[src/rtl/adder_pkg.sv]
// Shared definitions for the serial adder/subtractor.
//   state_e : FSM state encoding (IDLE -> RUN -> DONE -> IDLE)
//   clog2   : counter width helper, never smaller than 1 bit
package adder_pkg;

  typedef enum logic [1:0] {
    S_IDLE = 2'd0,
    S_RUN  = 2'd1,
    S_DONE = 2'd2
  } state_e;

  function automatic int unsigned clog2(input int unsigned n);
    int unsigned r;
    r = 0;
    for (int unsigned v = 1; v < n; v = v << 1) begin
      r = r + 1;
    end
    return (r == 0) ? 1 : r;
  endfunction

endpackage

[src/rtl/serial_adder_digit.sv]
// Combinational slice of DIGIT chained full-adder cells.
//   a_i, b_i  : DIGIT operand bits (LSB first)
//   cin_i     : carry into the lowest cell
//   sum_o     : DIGIT sum bits
//   cout_o    : carry out of the highest cell
//   ctop_o    : carry into the highest cell (needed for signed overflow)
module serial_adder_digit #(
  parameter int unsigned DIGIT = 1
) (
  input  logic [DIGIT-1:0] a_i,
  input  logic [DIGIT-1:0] b_i,
  input  logic             cin_i,
  output logic [DIGIT-1:0] sum_o,
  output logic             cout_o,
  output logic             ctop_o
);

  logic [DIGIT:0] c;

  always_comb begin
    c     = '0;
    sum_o = '0;
    c[0]  = cin_i;
    for (int unsigned i = 0; i < DIGIT; i++) begin
      sum_o[i] = a_i[i] ^ b_i[i] ^ c[i];
      c[i+1]   = (a_i[i] & b_i[i]) | (c[i] & (a_i[i] ^ b_i[i]));
    end
  end

  assign cout_o = c[DIGIT];
  assign ctop_o = c[DIGIT-1];

endmodule

[src/rtl/serial_adder.sv]
// Multi-cycle adder/subtractor: DIGIT bits per clock, STEPS = WIDTH/DIGIT
// compute cycles per operation, valid/ready handshakes on both sides.
//   clk, rst_n          : clock, asynchronous active-low reset
//   in_valid / in_ready : operand handshake (in_ready only in IDLE)
//   a, b, cin, sub      : operands; sub=1 computes A-B-cin (cin = borrow-in)
//   out_valid/out_ready : result handshake
//   sum, cout, ovf      : result, final carry (sub: 1 = no borrow), signed overflow
module serial_adder
  import adder_pkg::*;
#(
  parameter int unsigned WIDTH = 8,
  parameter int unsigned DIGIT = 1
) (
  input  logic             clk,
  input  logic             rst_n,
  input  logic             in_valid,
  output logic             in_ready,
  input  logic [WIDTH-1:0] a,
  input  logic [WIDTH-1:0] b,
  input  logic             cin,
  input  logic             sub,
  output logic             out_valid,
  input  logic             out_ready,
  output logic [WIDTH-1:0] sum,
  output logic             cout,
  output logic             ovf
);

  localparam int unsigned STEPS = WIDTH / DIGIT;
  localparam int unsigned CW    = clog2(STEPS);

  if ((WIDTH % DIGIT) != 0 || WIDTH < 2) begin : g_bad_params
    $error("serial_adder: WIDTH must be >= 2 and a multiple of DIGIT");
  end

  state_e            state_q;
  logic [WIDTH-1:0]  a_q, b_q, res_q, res_d, sum_q;
  logic              carry_q, cout_q, ovf_q, out_valid_q;
  logic [CW-1:0]     cnt_q;

  logic [DIGIT-1:0]  d_sum;
  logic              d_cout, d_ctop;

  serial_adder_digit #(.DIGIT(DIGIT)) u_digit (
    .a_i    (a_q[DIGIT-1:0]),
    .b_i    (b_q[DIGIT-1:0]),
    .cin_i  (carry_q),
    .sum_o  (d_sum),
    .cout_o (d_cout),
    .ctop_o (d_ctop)
  );

  // New digit enters at the MSB end; after STEPS shifts the LSB digit lands at bit 0.
  always_comb begin
    res_d = (res_q >> DIGIT) | (WIDTH'(d_sum) << (WIDTH - DIGIT));
  end

  always_ff @(posedge clk or negedge rst_n) begin
    if (!rst_n) begin
      state_q     <= S_IDLE;
      a_q         <= '0;
      b_q         <= '0;
      res_q       <= '0;
      sum_q       <= '0;
      carry_q     <= 1'b0;
      cout_q      <= 1'b0;
      ovf_q       <= 1'b0;
      out_valid_q <= 1'b0;
      cnt_q       <= '0;
    end else begin
      case (state_q)
        S_IDLE: begin
          if (in_valid) begin
            a_q     <= a;
            // Subtraction as A + ~B + ~borrow
            b_q     <= sub ? ~b : b;
            carry_q <= cin ^ sub;
            cnt_q   <= '0;
            state_q <= S_RUN;
          end
        end
        S_RUN: begin
          a_q     <= a_q >> DIGIT;
          b_q     <= b_q >> DIGIT;
          res_q   <= res_d;
          carry_q <= d_cout;
          cnt_q   <= cnt_q + 1'b1;
          if (cnt_q == CW'(STEPS - 1)) begin
            // Last digit holds bit WIDTH-1, so its top cell gives the MSB carries
            sum_q       <= res_d;
            cout_q      <= d_cout;
            ovf_q       <= d_ctop ^ d_cout;
            out_valid_q <= 1'b1;
            state_q     <= S_DONE;
          end
        end
        S_DONE: begin
          if (out_ready) begin
            out_valid_q <= 1'b0;
            state_q     <= S_IDLE;
          end
        end
        default: state_q <= S_IDLE;
      endcase
    end
  end

  assign in_ready  = (state_q == S_IDLE);
  assign out_valid = out_valid_q;
  assign sum       = sum_q;
  assign cout      = cout_q;
  assign ovf       = ovf_q;

endmodule

[config.mk]
export PLATFORM = sky130hd
export DESIGN_NAME = serial_adder
export DESIGN_NICKNAME = d
export VERILOG_FILES = /design/src/rtl/adder_pkg.sv /design/src/rtl/serial_adder_digit.sv /design/src/rtl/serial_adder.sv
export SDC_FILE = /design/constraint.sdc
export NUM_CORES = 1
export LEC_CHECK = 0
export CAP_MARGIN = 20
export CORE_ASPECT_RATIO = 0.6
export CORE_MARGIN = 1.5
export CORE_UTILIZATION = 27
export DETAILED_ROUTE_END_ITERATION = 10
export DONT_BUFFER_PORTS = 1
export PLACE_DENSITY = 0.51
export SLEW_MARGIN = 0
export SYNTH_ARGS = -nofsm -noshare
export SYNTH_HDL_FRONTEND = slang
export SYNTH_SLANG_ARGS = --single-unit
[constraint.sdc]
create_clock -name clk -period 1.59 [get_ports clk]
set_input_delay 0.0795 -clock clk [delete_from_list [all_inputs] [get_ports clk]]
set_output_delay 0.0795 -clock clk [all_outputs]
set_load 0.03 [all_outputs]
==> results of run 1 <==
[cells by family after synthesis]
kind of cell               Yosys count  share of synthesized area
AOI/OAI and AO/OA                   41                     0.1526
DFF                                 40                     0.5402
and+or+nand+nor                     25                    0.07563
muxes                               17                     0.1175
buffers and inverters               15                    0.04254
xor gates and xnor gates            10                    0.04726
adders and majority gates            3                    0.02431
[final cells by class]
class / count / area, µm²
fillers: 662 / 4464
flip-flops and latches: 40 / 1001
multi-input cells: 96 / 773.2
clock buffers: 6 / 128.9
repair buffers: 13 / 117.6
well taps: 87 / 108.9
clock inverters: 2 / 35.03
inverters: 5 / 18.77
[worst reg2reg max path: cells and delay by family, from the launching register on]
kind / cells / cell delay (ns)
adders and majority gates: 2 / 0.44
DFF: 1 / 0.39
muxes: 1 / 0.36
and+or+nand+nor: 1 / 0.22
[stage by stage]
stage          hold slack [ns]  instances  utilization  cell area, µm²
2_1_floorplan          -0.2161        151            -            1853
3_3_place_gp           -0.2146        237       0.2963            1969
3_5_place_dp           -0.2147        237       0.2963            1969
4_1_cts               0.005903        249       0.3284            2183
5_1_grt                0.03401        249       0.3284            2183
6_report              0.005666        249       0.3284            2183
[layer usage]
metal,wire length [µm],track usage,part of all wire,up-vias
met1,1882,0.1587,0.50,595
li1,-,-,-,560
met3,274,0.04344,0.073,7
met5,0,0,0,-
met4,45,0.03896,0.012,0
met2,1572,0.1592,0.42,24
[repair_timing]
item                       4_1_cts  5_1_grt
hold buffers                     4        0
gates resized for setup          0        0
hold endpoints to repair        42        0
setup endpoints to repair        0        0
[placed cells by master, fill, tap and decap left out, drive strengths merged]
cell	Yosys	routed
xor2	6	6
nand3b	1	1
a22oi	15	15
and2b	1	1
xnor2	4	4
clkbuf	1	6
nand2	13	13
o31ai	1	1
mux2	17	17
ha	2	2
clkinv	0	1
o21ai	10	10
a221o	2	2
o32ai	2	2
or3b	1	1
a222oi	2	2
nor2	3	3
nor2b	5	5
a22o	2	2
dfrtp	40	40
inv	5	5
o21bai	1	1
bufinv	0	1
buf	9	10
nor3b	1	1
dlygate4sd3	0	3
a21oi	6	6
fa	1	1
[final timing paths]
path / slack [ns] / startpoint / to
worst min register to register: 0.48 / a_q[3]$_DFFE_PN0P_ / a_q[3]$_DFFE_PN0P_
worst max register to register: 0.08 / cnt_q[0]$_DFFE_PN0P_ / sum[0]$_DFFE_PN0P_
worst max-delay path: 0.08 / cnt_q[0]$_DFFE_PN0P_ / sum[0]$_DFFE_PN0P_
min in group asynchronous: 0.26 / rst_n / b_q[0]$_DFFE_PN0P_
max in group asynchronous: 1.12 / rst_n / a_q[5]$_DFFE_PN0P_
worst min-delay path: 0.006 / b[7] / b_q[7]$_DFFE_PN0P_
[power breakdown]
part | switching, mW | internal (mW)
Combinational | 0.557 | 0.708
Sequential | 0.568 | 1.44
Clock | 0.381 | 0.738
Total | 1.51 | 2.89
[state kept, by name (all words and copies together) (netlist names)]
name and cells:
b_q 8, cnt_q 3, sum 8, cout 1, state_q 2, out_valid 1, ovf 1, carry_q 1
res_q 7, a_q 8
==> results.md, run 1 <==
Worst setup path:
- The critical path start-end classification is reg -> reg.
- The number of logic stages on the critical path including buffering is 4.
- The kind of cell with the highest combined delay on the critical path is adder cells.
- The startpoint class of the critical path is a flip-flop.
- The critical path goes through ha_1 -> ha_1 -> nand3b_4 -> mux2_2.
- Counting both buffers and inverters, the worst setup path holds a total of 0.
- The highest net fanout along the worst path is 12.
- For the worst flop-to-flop path, the logic depth is 4.
- For this design, the slowest cell found on the critical path is dfrtp_1.
- At the worst endpoint, the required time is 1.76 ns.
- The largest incremental delay on the critical path is 0.39 ns.
- The nature of the critical path endpoint is a flip-flop.
- The worst path arrival time is 1.68 ns.
- The most repeated library cell on the critical path is ha_1.

Power:
- The leakage power of the design is between 0.9 and 1 nW.
- The total design power is 4.391 mW.
- Across the VDD grid, the largest voltage drop is 0.5339 mV.
- In this run the power density over the cells is between 2000 and 2500 nW/µm².

Global routing:
- The initial antenna violation count came to 0.
- The global routing usage summed across all routing layers is 0.1135.
- The number of global-route vias before repair was roughly 1,200.
- The global-route wire length before repair is 6.154 mm.
- The maximum number of pins on one net before global-route repair is 41.
- For this run the aggregate overflow at the end of global routing stands at 0.

CTS:
- The number of setup buffers added after CTS is 0.
- The buffer levels on the longest clock path is 2.
- The clock sink total is 40.
- In this run, CTS created clock tree buffers numbering 5.
- For the worst-skew pair, the clock arrives at the later sink with an insertion delay of 0.28 ns.
- The clock tree from TritonCTS is done.
- The clock-pin slew of the registers on the worst-case setup and hold paths is 0.06 ns.
- The tree is rooted in a clkbuf_16.
- The count of H-tree levels built during CTS is 2.

Yosys:
- The largest area contributor in the netlist is dfrtp_1.
- By area the synthesized netlist is led by dfrtp_1 54%, a22oi_1 6.1%, mux2_2 6.1%.
- The share of synthesized area in the top cell type comes to 0.5402.
- After synthesis, the netlist uses 29 different library cells.
- Among all flip-flop cells after synthesis, the most frequent one is dfrtp_1.
- The number of synthesis warnings is 0.
- The synthesized netlist cell count is 151.
- The average cell area after synthesis is approximately 12 µm².
- The number of nets handed over by synthesis was 176.
- The share of the Yosys chip area taken by registers is 0.5402.
- Yosys mapped a number of flops with a built-in enable equal to 0.
- The commonest cells after synthesis are 40 x dfrtp_1, 15 x a22oi_1, 13 x nand2_1.
- The most repeated cell in the gate-level netlist after synthesis is dfrtp_1.
- Counting flops and latches in the post-synthesis netlist gives 40.
- The cell area that synthesis handed to floorplanning was 1853 µm².
- In the synthesized netlist the async set-or-reset flop fraction comes to 1.000.

Drt:
- Dividing the detail-routed via count by the number of cells gives 4.763.
- The routed layout has 1,186 vias.
- After detailed routing, the average wire length per cell comes to 15.16 µm.
- The remaining design rule violation count is 0.
- The detailed-route wire length is between 3 and 4 mm.
- For this block, the initial DRC count from the detailed router was between 90 and 100.
- The first detailed-routing pass ran for 4 iterations.
- The number of nets still failing antenna checks after routing is 0.

STA:
- The transition time at the pin with the least slew margin is 0.3812 ns.
- The shortest period the worst path allows is between 1.5 and 2 ns.
- In this run the tightest slew margin relative to its limit is 0.7448.
- In the final timing run, aggregate negative setup slack is 0 ns.
- The maximum clock rate is between 600 and 700 MHz.
- The final period utilization is 0.9503.
- Setup repair after global routing left no endpoint under its margin.
- The maximum clock skew at final layout is about 0.0069 ns.
- Setup slack on the critical path of the routed design comes to about 0.08 ns.
- The max-slew violation count is 0.
- The number of endpoints with negative hold slack in the final report was 0.
- Setup violations remaining at the end of the flow were counted as 0.

Place:
- The post-DP HPWL is roughly 2.8 mm.
- Before CTS, the worst setup slack after placement is about 0.07 ns.
- Routability-driven placement finished with a final weighted congestion of about 0.8.
- The count of buffers added on input and output ports is 0.

Flow run:
- Max-cap violations in this run came to 0.

Die:
- The area enclosed by the die boundary is 7385 µm².
- The standard-cell row count is 23.
- The starting density of the core is 0.2788.
- 34 I/O pins were placed.
- The die height is 67.17 µm.
- In this run the standard cell core region covers approximately 6600 µm².
- The horizontal die dimension is 110.0 µm.

Final layout:
- The post-layout net count is 186.
- In the final layout, the share of cells above drive strength 1 is 0.2222.
- The layout-stage area growth over the synthesis result is 17.83%.
- The antenna diode instance count is 0.

Status:
- The flow ran to the end, and the final reports show no timing, DRC or antenna violations.

Hold path:
- The depth of the worst hold-timing path is 2.
- The min-delay analysis places its worst path in the category in -> reg.
No activity file was read; power rests on OpenSTA's default activity.
==> run 2, diff against run 1 <==
--- a/config.mk
+++ b/config.mk
@@ -11,6 +11,7 @@
 export CORE_UTILIZATION = 27
 export DETAILED_ROUTE_END_ITERATION = 10
 export DONT_BUFFER_PORTS = 1
+export MAX_ROUTING_LAYER = met4
 export PLACE_DENSITY = 0.51
 export SLEW_MARGIN = 0
 export SYNTH_ARGS = -nofsm -noshare
==> results.md, run 2 (synthesis results as in run 1) <==
Power:
- The total design power is around 4.4 mW.
- In this run the static leakage power is 0.9879 nW.
- The peak supply drop is 0.5330 mV.
- The power per unit of standard cell area is between 2000 and 2500 nW/µm².

Final layout:
- Excluding fillers, the count of instances in the completed layout stands at 249.
- The filler cells instantiated in the layout total about 660.
- The share of cells above drive strength 1 is 0.2222.
- The layout-stage area growth over the synthesis result is 17.83%.
- The top cell types in the final layout, fill and taps aside, are 40 x dfrtp_1, 15 x a22oi_1, 13 x nand2_1, 10 x mux2_2.
- Leaving out fill and tap cells, the most frequent cell in the layout is dfrtp_1.
- The antenna diode instance count is 0.
- After the last flow step, the layout net total stands at 186.

Place:
- The wire-length estimate of the detail-placed layout is 2.761 mm.
- Port buffering added 0 buffers.
- At the end of routability-driven placement, the weighted congestion stood at around 0.8.
- Timing analysis after detailed placement gives a worst setup slack of 0.07205 ns.
- Including well taps, the total number of placed cells is 237.

Worst setup path:
- The number of cells traversed by the worst register-to-register path is 4.
- The startpoint class of the critical path is a flip-flop.
- The worst path arrival time is 1.67 ns.
- The nature of the critical path endpoint is a flip-flop.
- For the worst setup path, the data required time is 1.76 ns.
- The highest net fanout along the worst path is 12.
- By startpoint and endpoint, the worst setup path is classified as reg -> reg.

CTS:
- In this run the post-CTS setup repair buffer count came out at 0.
- The buffer levels on the longest clock path is 2.
- Clock tree synthesis inserted a total of 5 buffers.
- The H-tree generated during clock tree synthesis spans 2 levels.
- The clock insertion delay at the later pin of the skew report is 0.28 ns.
- The clock tree from TritonCTS is done.
- Clock-pin slew was measured on the worst setup and hold paths at approximately 0.06 ns.
- The tree is rooted in a clkbuf_16.
- The clock sink total is 40.

Global routing:
- The first global-routing pass estimated ~6 mm of wire.
- The global routing usage summed across all routing layers is 0.1165.
- The maximum number of pins on one net before global-route repair is 41.
- The overall overflow remaining after global route is 0.
- The number of global-route vias before repair was 1,189.
- The initial antenna violation count was 0.

Drt:
- The remaining design rule violation count is 0.
- The number of optimization iterations in the first detailed-route pass is 4.
- The vias per cell is roughly 4.8.
- The detailed-route wire length is roughly 3.8 mm.
- After the first detailed-routing iteration, the DRC count stood at 69.
- The via count of the routed design is 1,191.
- The average routed wire per standard cell is 15.18 µm.
- The number of nets still failing antenna checks after routing is 0.

STA:
- The max-slew violation count is 0.
- Setup violations remaining at the end of the flow were counted as 0.
- The setup TNS is 0 ns.
- Dividing the final minimum period by the clock period gives 0.9452.
- The maximum clock skew at final layout is 0.007500 ns.
- Setup repair after global routing left no endpoint under its margin.
- The post-route worst setup slack is 0.08716 ns.
- For the pin with the worst max-slew slack, the measured transition is between 0.3 and 0.4 ns.
- The worst pin sits at a relative slew slack of 0.7551.
- The shortest period the worst path allows is 1.503 ns.
- The number of endpoints with negative hold slack in the final report is 0.
- For this run, the top clock speed supported by timing is 665.4 MHz.

Die:
- The starting density of the core is 0.2788.
- The die covers 7385 µm².
- The total I/O pin count is 34.
- In this run the standard cell core region covers approximately 6600 µm².
- The die height is between 60 and 70 µm.
- After floorplanning, the core was divided into 23 placement rows.
- The die is 110.0 µm wide.

Flow run:
- Max-cap violations in this run came to 0.

Hold path:
- The depth of the worst hold-timing path is 2.
- The class of the tightest hold or removal check is in -> reg.

Status:
- The run finished with clean final reports.
==> run 2: final cells by class <==
type                       instances  area [µm²]  area share
clock buffer                       6       128.9     0.05903
clock inverter                     2       35.03     0.01605
tap                               87       108.9     0.04986
inverter                           5       18.77    0.008596
timing repair buffer              13       117.6     0.05387
multi-input combinational         96       773.2      0.3542
sequential                        40        1001      0.4585
==> run 2: what timing repair did <==
action,in CTS,in global routing
hold endpoints to repair,42,0
hold buffers,4,0
resized for setup,0,0
==> run 2: power breakdown <==
| group | internal [mW] | switching (mW) |
|---|---|---|
| logic | 0.708 | 0.557 |
| clock network | 0.737 | 0.379 |
| registers | 1.44 | 0.567 |
==> run 2: path summary, 6_finish.rpt <==
kind,endpoint,slack (ns),startpoint
max,sum[0]$_DFFE_PN0P_,0.09,cnt_q[0]$_DFFE_PN0P_
min,b_q[7]$_DFFE_PN0P_,0.007,b[7]
max reg2reg,sum[0]$_DFFE_PN0P_,0.09,cnt_q[0]$_DFFE_PN0P_
min reg2reg,a_q[3]$_DFFE_PN0P_,0.48,a_q[3]$_DFFE_PN0P_
max in group asynchronous,a_q[5]$_DFFE_PN0P_,1.12,rst_n
min in group asynchronous,b_q[0]$_DFFE_PN0P_,0.26,rst_n
==> run 2: routing by layer <==
layer	wire length, µm	part of all wire	global-route usage
met1	1855	0.49	0.1569
met2	1586	0.42	0.1599
met3	302	0.080	0.04344
met4	36	0.0095	0.03896
met5	0	0	-
==> run 2: stage by stage <==
| step | utilization | instance area [µm²] | hold slack (ns) |
|---|---|---|---|
| after floorplan | - | 1853 | -0.2161 |
| after global placement | 0.2963 | 1969 | -0.2146 |
| after detailed placement | 0.2963 | 1969 | -0.2147 |
| after CTS | 0.3284 | 2183 | 0.005903 |
| after global routing | 0.3284 | 2183 | 0.03401 |
| final | 0.3284 | 2183 | 0.006626 |
==> run 2: worst max-delay path, stage by stage (launching register included) <==
cell and delay [ns]:
dfrtp_1 0.39, ha_1 0.21, ha_1 0.23, nand3b_4 0.21
mux2_2 0.36
==> run 3, diff against run 2 <==
--- a/config.mk
+++ b/config.mk
@@ -11,6 +11,7 @@
 export CORE_UTILIZATION = 27
 export DETAILED_ROUTE_END_ITERATION = 10
 export DONT_BUFFER_PORTS = 1
+export HOLD_SLACK_MARGIN = 0.05
 export MAX_ROUTING_LAYER = met4
 export PLACE_DENSITY = 0.51
 export SLEW_MARGIN = 0
==> results.md, run 3 (synthesis results as in run 1) <==
Worst setup path:
- Traced cell by cell, the critical path runs through ha_1 -> ha_1 -> nand3b_4 -> mux2_2.
- The worst endpoint required time is 1.76 ns.
- At the worst endpoint, the arrival time is 1.68 ns.
- The reg-to-reg critical path startpoint is cnt_q[0]$_DFFE_PN0P_.
- The worst register-to-register path has a setup slack of between 0.07 and 0.08 ns.
- The nature of the critical path endpoint is a flip-flop.
- The endpoint of the most critical register-to-register path is sum[0]$_DFFE_PN0P_.
- Of all nets on the critical path, the largest fanout is 12.
- By startpoint and endpoint, the worst setup path is classified as reg -> reg.
- The number of cells on the worst reg-to-reg path is 4.
- The slowest stage of the critical path is the dfrtp_1 cell.
- In this design, the critical path's most frequently occurring cell is ha_1.
- The startpoint class of the critical path is a flip-flop.
- In this design, the stage delay of the slowest critical-path cell is 0.39 ns.

Final layout:
- Relative to the synthesized area, the layout overhead comes to 22.69%.
- In the final layout, the multi-input gates occupy 773.2 µm².
- The fill cell instance count of the final layout is around 660.
- The finished cells cover 2273 µm².
- The share of the core filled with cells is 0.3420.
- Leaving out fill and tap cells, the most frequent cell in the layout is dfrtp_1.
- The number of antenna diodes in the final layout is 0.
- The post-layout instance count excluding filler cells is 258.
- In the layout the commonest cells are 40 x dfrtp_1, 15 x a22oi_1, 13 x nand2_1, 12 x dlygate4sd3_1, 10 x mux2_2.
- The storage element area is roughly 1000 µm².
- The post-layout net count is 195.
- Of the cells placed in the final design, the portion with a size suffix greater than 1 is 0.2105.

Power:
- The design draws 4.414 mW.
- For this design the ratio of total power to cell area is about 1900 nW/µm².
- The peak supply drop is about 0.53 mV.
- Summed over all cells, the static leakage comes to 1.025 nW.

Flow run:
- Max-cap violations in this run came to 0.

STA:
- Setup violations remaining at the end of the flow were counted as 0.
- Setup repair after global routing left no endpoint under its margin.
- Derived from the worst setup path, the maximum achievable clock frequency is 662.1 MHz.
- The number of endpoints with negative hold slack in the final report is 0.
- The setup TNS is 0 ns.
- At the pin with the least slew margin, the transition time is 0.3721 ns.
- After layout, the minimum clock period comes to 1.510 ns.
- The max-slew violation count was 0.
- The post-route worst setup slack is 0.07964 ns.
- The maximum clock skew at final layout is ~0.0074 ns.
- The worst hold-check slack is 0.05376 ns.
- The final period utilization is 0.9499.
- Measured against its own limit, the worst slew margin works out to 0.7509.

CTS:
- The number of buffers created by CTS is 5.
- The longest clock path from root to sink contains 2 buffers.
- The count of H-tree levels built during CTS is 2.
- The clock-pin slew of the registers on the worst-case setup and hold paths is 0.06 ns.
- Post-CTS timing repair inserted 0 buffers for setup.
- The clock sink total is 40.
- TritonCTS built the clock tree.
- For the worst-skew pair, the clock arrives at the later sink with an insertion delay of approximately 0.28 ns.
- The library cell used as clock root buffer is clkbuf_16.

Global routing:
- In the global route stage, overall resource usage came out at 0.1180.
- The number of global-route vias before repair is 1,216.
- The global-route wire length before repair is 6.251 mm.
- The initial antenna violation count is 0.
- Entering global routing, the biggest net connects 41 pins.
- After global routing the overflow that remains totals 0.

Die:
- For this configuration, the core starts out at a cell density of 0.2788.
- For this design the top-level I/O count stands at 34.
- Measured along the y axis, the die boundary spans 67.17 µm.
- Row generation in the floorplan step produced 23 rows.
- The area enclosed by the die boundary is 7385 µm².
- The horizontal die dimension is 110.0 µm.
- The area of the core region is 6648 µm².

Place:
- Once detailed placement completed, the half-perimeter wirelength came to roughly 2.8 mm.
- Once placement completed, the tool counted placed cells totaling 237.
- The number of input and output port buffers inserted is 0.
- Before CTS, the worst setup slack after placement is a little over 0.07 ns.
- In this run the cell area measured after placement is 1969 µm².
- The final weighted congestion in routability-driven placement is 0.8042.

Drt:
- The number of DRC violations after detailed-routing iteration 0 is 75.
- The remaining design rule violation count is 0.
- Before antenna repair, the detailed router went through 4 iterations.
- The detailed-route wire length is 3.834 mm.
- The via count of the routed design is 1,216.
- The vias per cell is 4.713.
- The count of nets left with antenna violations once routing finished came out at 0.
- Dividing the detail-routed wire length by the instance count gives 14.86 µm.

Hold path:
- The depth of the worst hold-timing path is 2.
- In this run the worst hold path is classified as in -> reg.
- The startpoint of the lowest-slack hold path is a[4].
- The endpoint with the worst hold slack is a_q[4]$_DFFE_PN0P_.

Status:
- The run finished with clean final reports.
run 3: final cells by class:
class                      count  share of cell area
sequential                    40              0.4403
tap                           87             0.04788
clock inverter                 2             0.01541
multi-input combinational     96              0.3401
inverter                       5            0.008255
clock buffer                   6             0.05669
timing repair buffer          22             0.09136
run 3: where the power goes:
part	leakage, nW	internal (mW)	total, mW	switching [mW]
Sequential	0.511	1.44	2.01	0.569
Combinational	0.434	0.724	1.29	0.563
Clock	0.0808	0.738	1.12	0.380
Total	1.03	2.90	4.41	1.51
run 3: timing repair:
item | in CTS | in global routing
hold buffers | 13 | 0
resized for setup | 0 | 0
hold endpoints to repair | 50 | 0
run 3: critical path, delay by kind of cell (launching register included):
kind,cells,cell delay (ns)
adders and majority gates,2,0.44
DFF,1,0.39
muxes,1,0.36
and+or+nand+nor,1,0.22
run 3: worst max path at each step:
stage	from	end	slack, ns	depth (start not counted)
3_5_place_dp	cnt_q[0]$_DFFE_PN0P_	sum[0]$_DFFE_PN0P_	0.07	4
5_1_grt	cnt_q[0]$_DFFE_PN0P_	sum[1]$_DFFE_PN0P_	0.003	4
2_1_floorplan	cnt_q[0]$_DFFE_PN0P_	cout$_DFFE_PN0P_	0.15	5
6_report	cnt_q[0]$_DFFE_PN0P_	sum[0]$_DFFE_PN0P_	0.08	4
3_3_place_gp	cnt_q[0]$_DFFE_PN0P_	sum[0]$_DFFE_PN0P_	0.11	4
4_1_cts	cnt_q[0]$_DFFE_PN0P_	sum[0]$_DFFE_PN0P_	0.07	4
run 3: layer usage:
layer / global-route usage / up-vias / wire length (µm)
met4: 0.03896 / 0 / 36
met5: - / - / 0
met3: 0.04344 / 5 / 294
li1: - / 578 / -
met2: 0.1615 / 24 / 1583
met1: 0.1599 / 609 / 1920
